<file path="src/rtl/pwm_pkg.sv">
// Shared PWM definitions.
//   _pwm_onoff  : enable type used by all PWM blocks (on = block running)
//   mon_state_t : state encoding of the gate pair monitor
package pwm_pkg;

  typedef enum logic {
    PWM_OFF = 1'b0,
    PWM_ON  = 1'b1
  } _pwm_onoff;

  typedef enum logic [2:0] {
    ST_OFF   = 3'd0,
    ST_SYNC  = 3'd1,
    ST_A_ON  = 3'd2,
    ST_DT_AB = 3'd3,
    ST_B_ON  = 3'd4,
    ST_DT_BA = 3'd5
  } mon_state_t;

endpackage

</file>
<file path="src/rtl/gate_sync.sv">
// Multi-stage bit synchronizer for one asynchronous gate pin.
// Ports:
//   clk   in  system clock
//   reset in  asynchronous, active-high; clears every stage to 0
//   din   in  raw asynchronous input
//   dout  out synchronized copy of din, STAGES clocks later
module gate_sync #(
  parameter int STAGES = 2
) (
  input  logic clk,
  input  logic reset,
  input  logic din,
  output logic dout
);

  logic [STAGES-1:0] stage;

  genvar gi;
  generate
    for (gi = 0; gi < STAGES; gi++) begin : g_stage
      if (gi == 0) begin : g_first
        always_ff @(posedge clk or posedge reset) begin
          if (reset) stage[gi] <= 1'b0;
          else       stage[gi] <= din;
        end
      end else begin : g_next
        always_ff @(posedge clk or posedge reset) begin
          if (reset) stage[gi] <= 1'b0;
          else       stage[gi] <= stage[gi-1];
        end
      end
    end
  endgenerate

  assign dout = stage[STAGES-1];

endmodule

</file>
<file path="src/rtl/gate_pair_monitor.sv">
// Receive-side checker for a complementary gate pair (A = high side,
// B = low side). Recovers the PWM, measures every dead-time gap, times
// period / high time and flags dead-time violations and shoot-through.
// Ports:
//   clk, reset            clock, asynchronous active-high reset
//   gate_A, gate_B        raw gate pins (async), synchronized internally
//   logic_A, logic_B      pin polarity: active = gate ^ logic
//   pwm_onoff             monitor enable; off forces idle and clears measurements
//   dtmin_A, dtmin_B      minimum legal gap before A-on / B-on (cycles)
//   fault_clr             clears sticky fault flags (a set in the same cycle wins)
//   pwm_rec               recovered PWM
//   dt_meas_A/B, dt_valid_A/B   last gap before A-on / B-on and update pulses
//   dt_viol_A/B, shoot_thru, fault   sticky faults and their OR
//   period, high_time, period_valid  PWM timing between pwm_rec rises
module gate_pair_monitor
  import pwm_pkg::*;
#(
  parameter int CNT_W       = 8,
  parameter int PER_W       = 16,
  parameter int SYNC_STAGES = 2
) (
  input  logic             clk,
  input  logic             reset,
  input  logic             gate_A,
  input  logic             gate_B,
  input  logic             logic_A,
  input  logic             logic_B,
  input  _pwm_onoff        pwm_onoff,
  input  logic [CNT_W-1:0] dtmin_A,
  input  logic [CNT_W-1:0] dtmin_B,
  input  logic             fault_clr,
  output logic             pwm_rec,
  output logic [CNT_W-1:0] dt_meas_A,
  output logic [CNT_W-1:0] dt_meas_B,
  output logic             dt_valid_A,
  output logic             dt_valid_B,
  output logic             dt_viol_A,
  output logic             dt_viol_B,
  output logic             shoot_thru,
  output logic             fault,
  output logic [PER_W-1:0] period,
  output logic [PER_W-1:0] high_time,
  output logic             period_valid
);

  localparam logic [CNT_W-1:0] CNT_MAX = '1;
  localparam logic [CNT_W-1:0] CNT_ONE = CNT_W'(1);
  localparam logic [PER_W-1:0] PER_MAX = '1;
  localparam logic [PER_W-1:0] PER_ONE = PER_W'(1);

  logic sync_a;
  logic sync_b;
  logic act_a;
  logic act_b;

  mon_state_t       state;
  logic [CNT_W-1:0] dt_cnt;
  logic [PER_W-1:0] per_cnt;
  logic [PER_W-1:0] hi_cnt;
  logic             rec_d;   // pwm_rec one cycle ago, for rise detection
  logic             armed;   // a first rise has been seen since enable

  gate_sync #(.STAGES(SYNC_STAGES)) u_sync_a (
    .clk   (clk),
    .reset (reset),
    .din   (gate_A),
    .dout  (sync_a)
  );

  gate_sync #(.STAGES(SYNC_STAGES)) u_sync_b (
    .clk   (clk),
    .reset (reset),
    .din   (gate_B),
    .dout  (sync_b)
  );

  assign act_a = sync_a ^ logic_A;
  assign act_b = sync_b ^ logic_B;

  always_ff @(posedge clk or posedge reset) begin
    if (reset) begin
      state        <= ST_OFF;
      dt_cnt       <= '0;
      per_cnt      <= '0;
      hi_cnt       <= '0;
      rec_d        <= 1'b0;
      armed        <= 1'b0;
      pwm_rec      <= 1'b0;
      dt_meas_A    <= '0;
      dt_meas_B    <= '0;
      dt_valid_A   <= 1'b0;
      dt_valid_B   <= 1'b0;
      dt_viol_A    <= 1'b0;
      dt_viol_B    <= 1'b0;
      shoot_thru   <= 1'b0;
      period       <= '0;
      high_time    <= '0;
      period_valid <= 1'b0;
    end else begin
      dt_valid_A   <= 1'b0;
      dt_valid_B   <= 1'b0;
      period_valid <= 1'b0;

      // Clear first; any flag set further down overrides it.
      if (fault_clr) begin
        dt_viol_A  <= 1'b0;
        dt_viol_B  <= 1'b0;
        shoot_thru <= 1'b0;
      end

      if (pwm_onoff != PWM_ON) begin
        state     <= ST_OFF;
        dt_cnt    <= '0;
        per_cnt   <= '0;
        hi_cnt    <= '0;
        rec_d     <= 1'b0;
        armed     <= 1'b0;
        pwm_rec   <= 1'b0;
        dt_meas_A <= '0;
        dt_meas_B <= '0;
        period    <= '0;
        high_time <= '0;
      end else begin
        // Period / high time, measured on the registered pwm_rec.
        rec_d <= pwm_rec;
        if (pwm_rec && !rec_d) begin
          if (armed) begin
            period       <= per_cnt;
            high_time    <= hi_cnt;
            period_valid <= 1'b1;
          end
          armed   <= 1'b1;
          per_cnt <= PER_ONE;
          hi_cnt  <= PER_ONE;
        end else begin
          if (per_cnt != PER_MAX) per_cnt <= per_cnt + PER_ONE;
          if (pwm_rec && hi_cnt != PER_MAX) hi_cnt <= hi_cnt + PER_ONE;
        end

        if (state != ST_OFF && act_a && act_b) begin
          shoot_thru <= 1'b1;
          state      <= ST_SYNC;
        end else begin
          case (state)
            ST_OFF: state <= ST_SYNC;

            ST_SYNC: begin
              if (act_a) begin
                state   <= ST_A_ON;
                pwm_rec <= 1'b1;
              end else if (act_b) begin
                state   <= ST_B_ON;
                pwm_rec <= 1'b0;
              end
            end

            ST_A_ON: begin
              if (!act_a && !act_b) begin
                state   <= ST_DT_AB;
                dt_cnt  <= CNT_ONE;
                pwm_rec <= 1'b0;
              end else if (act_b) begin
                // Swap with no idle cycle: a zero-length gap.
                state      <= ST_B_ON;
                pwm_rec    <= 1'b0;
                dt_meas_B  <= '0;
                dt_valid_B <= 1'b1;
                if (dtmin_B != '0) dt_viol_B <= 1'b1;
              end
            end

            ST_DT_AB: begin
              if (!act_a && !act_b) begin
                if (dt_cnt != CNT_MAX) dt_cnt <= dt_cnt + CNT_ONE;
              end else if (act_b) begin
                state      <= ST_B_ON;
                dt_meas_B  <= dt_cnt;
                dt_valid_B <= 1'b1;
                if (dt_cnt < dtmin_B) dt_viol_B <= 1'b1;
              end else begin
                // A came back without B ever turning on.
                state   <= ST_A_ON;
                pwm_rec <= 1'b1;
              end
            end

            ST_B_ON: begin
              if (!act_a && !act_b) begin
                state   <= ST_DT_BA;
                dt_cnt  <= CNT_ONE;
                pwm_rec <= 1'b1;
              end else if (act_a) begin
                state      <= ST_A_ON;
                pwm_rec    <= 1'b1;
                dt_meas_A  <= '0;
                dt_valid_A <= 1'b1;
                if (dtmin_A != '0) dt_viol_A <= 1'b1;
              end
            end

            ST_DT_BA: begin
              if (!act_a && !act_b) begin
                if (dt_cnt != CNT_MAX) dt_cnt <= dt_cnt + CNT_ONE;
              end else if (act_a) begin
                state      <= ST_A_ON;
                dt_meas_A  <= dt_cnt;
                dt_valid_A <= 1'b1;
                if (dt_cnt < dtmin_A) dt_viol_A <= 1'b1;
              end else begin
                state   <= ST_B_ON;
                pwm_rec <= 1'b0;
              end
            end

            default: state <= ST_OFF;
          endcase
        end
      end
    end
  end

  assign fault = dt_viol_A | dt_viol_B | shoot_thru;

endmodule

</file>
<file path="config.mk">
export PLATFORM = sky130hd
export DESIGN_NAME = gate_pair_monitor
export DESIGN_NICKNAME = d
export VERILOG_FILES = /design/src/rtl/pwm_pkg.sv /design/src/rtl/gate_sync.sv /design/src/rtl/gate_pair_monitor.sv
export SDC_FILE = /design/constraint.sdc
export NUM_CORES = 1
export LEC_CHECK = 0
export ABC_CLOCK_PERIOD_IN_PS = 3600
export BUFFER_PORTS_ARGS = -buffer_cell sky130_fd_sc_hd__buf_4
export CAP_MARGIN = 30
export CORE_UTILIZATION = 40
export CTS_CLUSTER_DIAMETER = 30
export DETAILED_ROUTE_END_ITERATION = 10
export GPL_ROUTABILITY_DRIVEN = 0
export PLACE_DENSITY = 0.7
export SLEW_MARGIN = 10
export SYNTH_ARGS = -nofsm -noshare
export SYNTH_HDL_FRONTEND = slang
export SYNTH_SLANG_ARGS = --single-unit
export TNS_END_PERCENT = 100
</file>
<file path="constraint.sdc">
create_clock -name clk -period 3.6 [get_ports clk]
set_input_delay 0.36 -clock clk [delete_from_list [all_inputs] [get_ports clk]]
set_output_delay 0.36 -clock clk [all_outputs]
set_load 0.02 [all_outputs]
</file>
# Word level (Yosys, flattened, before mapping)
# Index checks and enable logic that the tools add are counted.
dict set report totals {
  input_bits 24
  ff_bits 104
}
dict set report op_classes {
  n_lt_le_gt_ge 2
  addsub 3
  reduce_logical 22
  mux 95
  bitwise_logic 4
  n_eq_ne 34
}
# op count
set ops {}
lappend ops {{16-bit two-way mux} 12}
lappend ops {{8-bit two-way mux} 17}
lappend ops {{1-bit two-way mux} 48}
lappend ops {{8-bit case mux with 2 select lines} 3}
lappend ops {{3-bit two-way mux} 11}
lappend ops {{3-bit != test (second input constant)} 11}
lappend ops {{16-bit by 1-bit adder with 16-bit output (second input constant)} 2}
lappend ops {{16-bit != test (second input constant)} 2}
lappend ops {{3-bit case mux with 6 select lines} 1}
lappend ops {{8-bit < comparator} 2}
lappend ops {{8-bit nonzero test} 2}
lappend ops {{3-bit by 1-bit != test with 1-bit output (second input constant)} 4}
lappend ops {{4-bit != test (second input constant)} 3}
lappend ops {{6-bit AND reduction} 2}
lappend ops {{3-bit by 2-bit != test with 1-bit output (second input constant)} 3}
lappend ops {{8-bit by 1-bit adder with 8-bit output (second input constant)} 1}
lappend ops {{8-bit != test (second input constant)} 1}
lappend ops {{2-bit OR reduction} 4}
lappend ops {{7-bit AND reduction} 1}
lappend ops {{3-bit by 2-bit == test with 1-bit output (second input constant)} 2}
lappend ops {{3-bit == test (second input constant)} 2}
lappend ops {{6-bit by 1-bit != test with 1-bit output (second input constant)} 1}
lappend ops {{1-bit logical AND} 5}
lappend ops {{5-bit != test (second input constant)} 1}
lappend ops {{13 further kinds} 19}

# Depth between registers and ports, before layout
dict set report depth {
  ltp_word 7
  mapped_depth 7
}

# Cells and area by module
# A second synthesis with hierarchy kept.
dict set report hier_totals {
  cells_unflattened 522
  area_unflattened_um2 5378.9
}
# module cells_per_inst instances area_per_inst_um2
set by_module_without_submodules {}
lappend by_module_without_submodules {gate_pair_monitor 516 1 5271.3}
lappend by_module_without_submodules {gate_sync 3 2 53.8}

# Worst setup path before layout
# OpenSTA, ideal clock, no wires.
dict set report synth_path {
  kind {register to register}
  start {register state[1]}
  end {register pwm_rec}
  setup_time_ps 122
  period_less_slack_ps 1817
  stages_incl_launch_ff 7
  path_slack_ps 1783
  t_arrival_ps 1696
  path_buffers 1
  cell_sequence {dfrtp_1 clkbuf_1 inv_1 ha_1 a2111oi_0 o21ai_0 o2bb2ai_1}
}
dict set report synth_via {
  elab_chain_len 5
  word_cells_on_any_way 19
  cone_classes {eq/ne: 12; mux: 3; reduce/logical: 4}
}
# item line_no
set synth_lines {}
lappend synth_lines {{start: declaration} gate_pair_monitor.sv:56} ;# mon_state_t state;
lappend synth_lines {{start signal: assignment} gate_pair_monitor.sv:82} ;# state <= ST_OFF;
lappend synth_lines {{start signal: assignment} gate_pair_monitor.sv:112} ;# state <= ST_OFF;
lappend synth_lines {{start signal: assignment} gate_pair_monitor.sv:142} ;# state <= ST_SYNC;
lappend synth_lines {{3-bit nonzero test} gate_pair_monitor.sv:140} ;# if (state != ST_OFF && act_a && act_b) begin
lappend synth_lines {{1-bit logical AND (2 in series)} gate_pair_monitor.sv:140}
lappend synth_lines {{2-bit != test (no source line)} -}
lappend synth_lines {{7-bit AND reduction (no source line)} -}
lappend synth_lines {{end signal: assignment} gate_pair_monitor.sv:150} ;# pwm_rec <= 1'b1;
lappend synth_lines {{end signal: assignment} gate_pair_monitor.sv:153} ;# pwm_rec <= 1'b0;
lappend synth_lines {{end signal: assignment} gate_pair_monitor.sv:161} ;# pwm_rec <= 1'b0;
lappend synth_lines {{end: declaration} gate_pair_monitor.sv:32} ;# output logic pwm_rec,
# Parallel ways exist; a longest one is shown, timed or not. The select of a mux whose other input is x is not followed.
# A chain may end at the register's enable or synchronous reset.

# Final worst setup path
dict set report layout_path {
  start {register state[2]}
  end {register dt_cnt[4]}
}
dict set report layout_via {
  elab_chain_len 5
  word_cells_on_any_way 18
  cone_classes {eq/ne: 9; mux: 3; reduce/logical: 6}
}
# item line_no
set layout_lines {}
lappend layout_lines {{3-bit == test (tied with other cells)} gate_pair_monitor.sv:144} ;# case (state)
lappend layout_lines {{2-bit OR reduction (no source line) / 1-bit logical AND (equally long branches)} -}
lappend layout_lines {{8-bit case mux with 2 select lines / 1-bit logical AND (equally long branches)} {gate_pair_monitor.sv:144, gate_pair_monitor.sv:140}}
lappend layout_lines {{8-bit two-way mux / 2-bit != test (equally long branches)} -}
lappend layout_lines {{8-bit two-way mux / 5-bit AND reduction (equally long branches)} -}
lappend layout_lines {{end signal: assignment} gate_pair_monitor.sv:174} ;# if (dt_cnt != CNT_MAX) dt_cnt <= dt_cnt + CNT_ONE;
lappend layout_lines {{end signal: assignment} gate_pair_monitor.sv:203} ;# if (dt_cnt != CNT_MAX) dt_cnt <= dt_cnt + CNT_ONE;
lappend layout_lines {{end: declaration} gate_pair_monitor.sv:57} ;# logic [CNT_W-1:0] dt_cnt;
# Parallel ways exist; a longest one is shown, timed or not. The select of a mux whose other input is x is not followed.

==> impl_results.md <==
- Design area: 0.006482 mm^2
- First-pass GRT wire length: between 20 and 25 mm
- Area after DPL: about 0.0062 mm^2
- Post-synthesis adder-cell area fraction: 0.04663
- DR vias: around 4.7k
- Nature of the critical path startpoint: flop
- Maxcap violations: 0
- Crit end category: flop
- Row count: 41
- Syn_nets: a little under 600
- RSZ-0062 raised after global routing: false
- Syn_area_per_cell: 9.847 um^2
- Gr usage total: 0.1962
- Synth Area in Compound Gates: 0.2259
- Nets: between 600 and 700
- Mux cell area share after synthesis: 0.005596
- EDFF count, synth: 0
- Largest net degree at the start of global routing: 67
- Worst-Skew Late Latency: roughly 0.35 ns
- Most used DFF post-synth: dfrtp_1
- Ys Warns: 0
- Setup Fix Bufs, Post-CTS: 0
- Outcome: finished, final reports clean
- Num CTS Buffers: 9
- Crit-path slowest cell: xnor2_1
- Post-synthesis async set-or-reset flop share: 1.000
- Cts-stage hold buffer count: 0
- Final Max Tran Viols: 0
- Finish-stage setup viols: 0
- Worst hold path class: primary input to flop
- Commonest non-fill, non-tap cells in the layout: 104 x dfrtp_1, 86 x buf_4, 40 x nand2_1
- Yosys reg bits: 104
- Pleak: between 0.002 and 0.003 uW
- Min cycle time layout: around 2.1 ns
- CP arrival: roughly 2.3 ns
- Worst path cell trace: xnor2_1 > nor2_1 > a221oi_1 > mux2i_1
- Post-Synth Simple-Gate Area: 0.1814
- CTS tree: built
- CP max stage delay: 0.68 ns
- Critical-path maximum fanout: 16
- Crit path buffers/inverters: 0
- XOR/XNOR Fraction of Synth Area: 0.01142
- P per Cell Area: 384.4 mW/mm^2
- Sequential share of the synthesized area: 0.4850
- Peak supply drop: ~0.3 mV
- Most common cell after layout, fill and taps aside: dfrtp_1
- Fillcell total: around 1.2k
- Fmax: between 0.4 and 0.5 GHz
- Vias per Instance: roughly 6
- Clock Sinks: ~100
- Die Width: between 100 and 150 um
- Drt first-iter violations: around 280
- Root buffer cell: clkbuf_16
- Post-cts sizing count: 0
- Core Region: roughly 0.013 mm^2
- Post-route ant nets: 0
- Initial antenna violation count: 0
- Post-Syn Instances: about 550
- Antenna fix cells: 0
- DRC violations left: 0
- Die Y: about 120 um
- Worst Path Required: approximately 3.8 ns
- Share of cells above drive strength 1: 0.1862
- CP delay by family, top: XOR/XNOR gates
- Clk buf depth: 2
- Yosys cell types: 57
- Fin crit share: 0.5801
- Crit path kind: flop to flop
- GR Overflow Total: 0
- Final hold violation count: 0
- Initial Util: 0.4184
- Hpwl dp: 9.239 mm
- Sum Neg Setup Slack: 0 ns
- Area growth syn-to-layout: 20.80%
- Post-Synthesis Cell Area: around 0.0054 mm^2
- Clock-pin slew on the worst setup and hold paths: 0.07 ns
- Largest family of logic cells by synthesized area: compound AO/OA/AOI/OAI gates
- Wirelength per Cell: between 15 and 20 um
- Die area: approximately 0.014 mm^2
- # H-tree levels: 3
- Drt first pass iters: 4
- Num ports: 80
- Vias in the first global route: approximately 4.6k
- Slew margin rel.: 0.4497
- Worst Skew: 0.007517 ns
- IO Port Bufs: a little under 80
- Worst-Margin Slew: between 0.8 and 0.9 ns
- Final WL: around 13 mm
==> where the power goes <==
| part | total, uW | switching (uW) | internal, uW |
|---|---|---|---|
| Sequential | 1230 | 40.8 | 1190 |
| Combinational | 263 | 168 | 95.0 |
| Clock | 1000 | 457 | 547 |
| Total | 2490 | 665 | 1830 |
==> Yosys cell counts, types with 10 or more instances <==
cell type,n,share of area
a22o_1,33,0.054
o31ai_1,10,0.014
o21ai_0,35,0.033
nor3_1,14,0.013
or3_1,13,0.015
nand4_1,11,0.013
inv_1,35,0.024
nand2_1,40,0.028
clkbuf_1,21,0.015
a211oi_1,13,0.018
ha_1,20,0.047
nor4_1,10,0.012
nor2_1,22,0.015
nand3_1,26,0.024
dfrtp_1,104,0.48
a21oi_1,27,0.025
==> final cells by class <==
cell class / count / area, um^2 / share of cell area
timing repair buffer: 89 / 695.7 / 0.1073
clock inverter: 6 / 75.07 / 0.01158
tap: 172 / 215.2 / 0.03320
multi-input combinational: 379 / 2531 / 0.3905
clock buffer: 9 / 225.2 / 0.03474
inverter: 36 / 137.6 / 0.02123
sequential: 104 / 2603 / 0.4015
==> worst register-to-register path: cells and delay by family (launching register included) <==
| family | cells | cell delay (ns) |
|---|---|---|
| DFF | 1 | 0.56 |
| xor gates and xnor gates | 1 | 0.69 |
| and+or+nand+nor | 1 | 0.28 |
| AOI/OAI and AO/OA | 1 | 0.32 |
| muxes | 1 | 0.12 |
==> registers in the layout, indices dropped and copies added (netlist names), 3 cells and up <==
signal and count:
dt_meas_A 8, dt_meas_B 8, dt_cnt 8, state 3
high_time 16, hi_cnt 16, period 16, per_cnt 16
==> cells by family after synthesis <==
| kind of cell | after synthesis |
|---|---|
| AND/OR/NAND/NOR | 179 |
| adder cells (fa/ha/maj) | 20 |
| multiplexers | 3 |
| buffers and inverters | 62 |
| XOR/XNOR | 7 |
| flip-flops | 104 |
| AO/OA/AOI/OAI | 170 |
==> metal layers <==
layer,share of wire,GRT usage,up-vias
met5,0,0,-
met1,0.44,0.2548,2310
met3,0.057,0.04215,24
li1,-,-,2221
met2,0.48,0.3195,154
met4,0.020,0.07452,0
==> stage by stage <==
step                      power [uW]  utilization  instances  hold slack (ns)  setup slack (ns)
after floorplan                 1413            -        545           0.3312            0.5078
after global placement          1496       0.4781        777           0.3413             1.413
after detailed placement        1509       0.4815        779           0.3378             1.336
after CTS                       2512       0.5049        794           0.1004             1.388
after global routing            2594       0.5055        795          0.09640             1.304
final                           2492       0.5055        795           0.1156             1.512
==> path summary, 6_finish.rpt <==
check	slack, ns	startpoint	depth (start not counted)	endpoint
min in group asynchronous	0.16	reset	2	dt_meas_B[7]
hold / removal	0.12	gate_A	1	u_sync_a.stage[0]
setup / recovery	1.51	state[2]	4	dt_cnt[4]
max in group asynchronous	2.62	reset	3	dt_meas_A[7]
hold reg to reg	0.36	u_sync_a.stage[0]	0	u_sync_a.dout
setup reg to reg	1.51	state[2]	4	dt_cnt[4]
(Power assumes the default switching activity.)
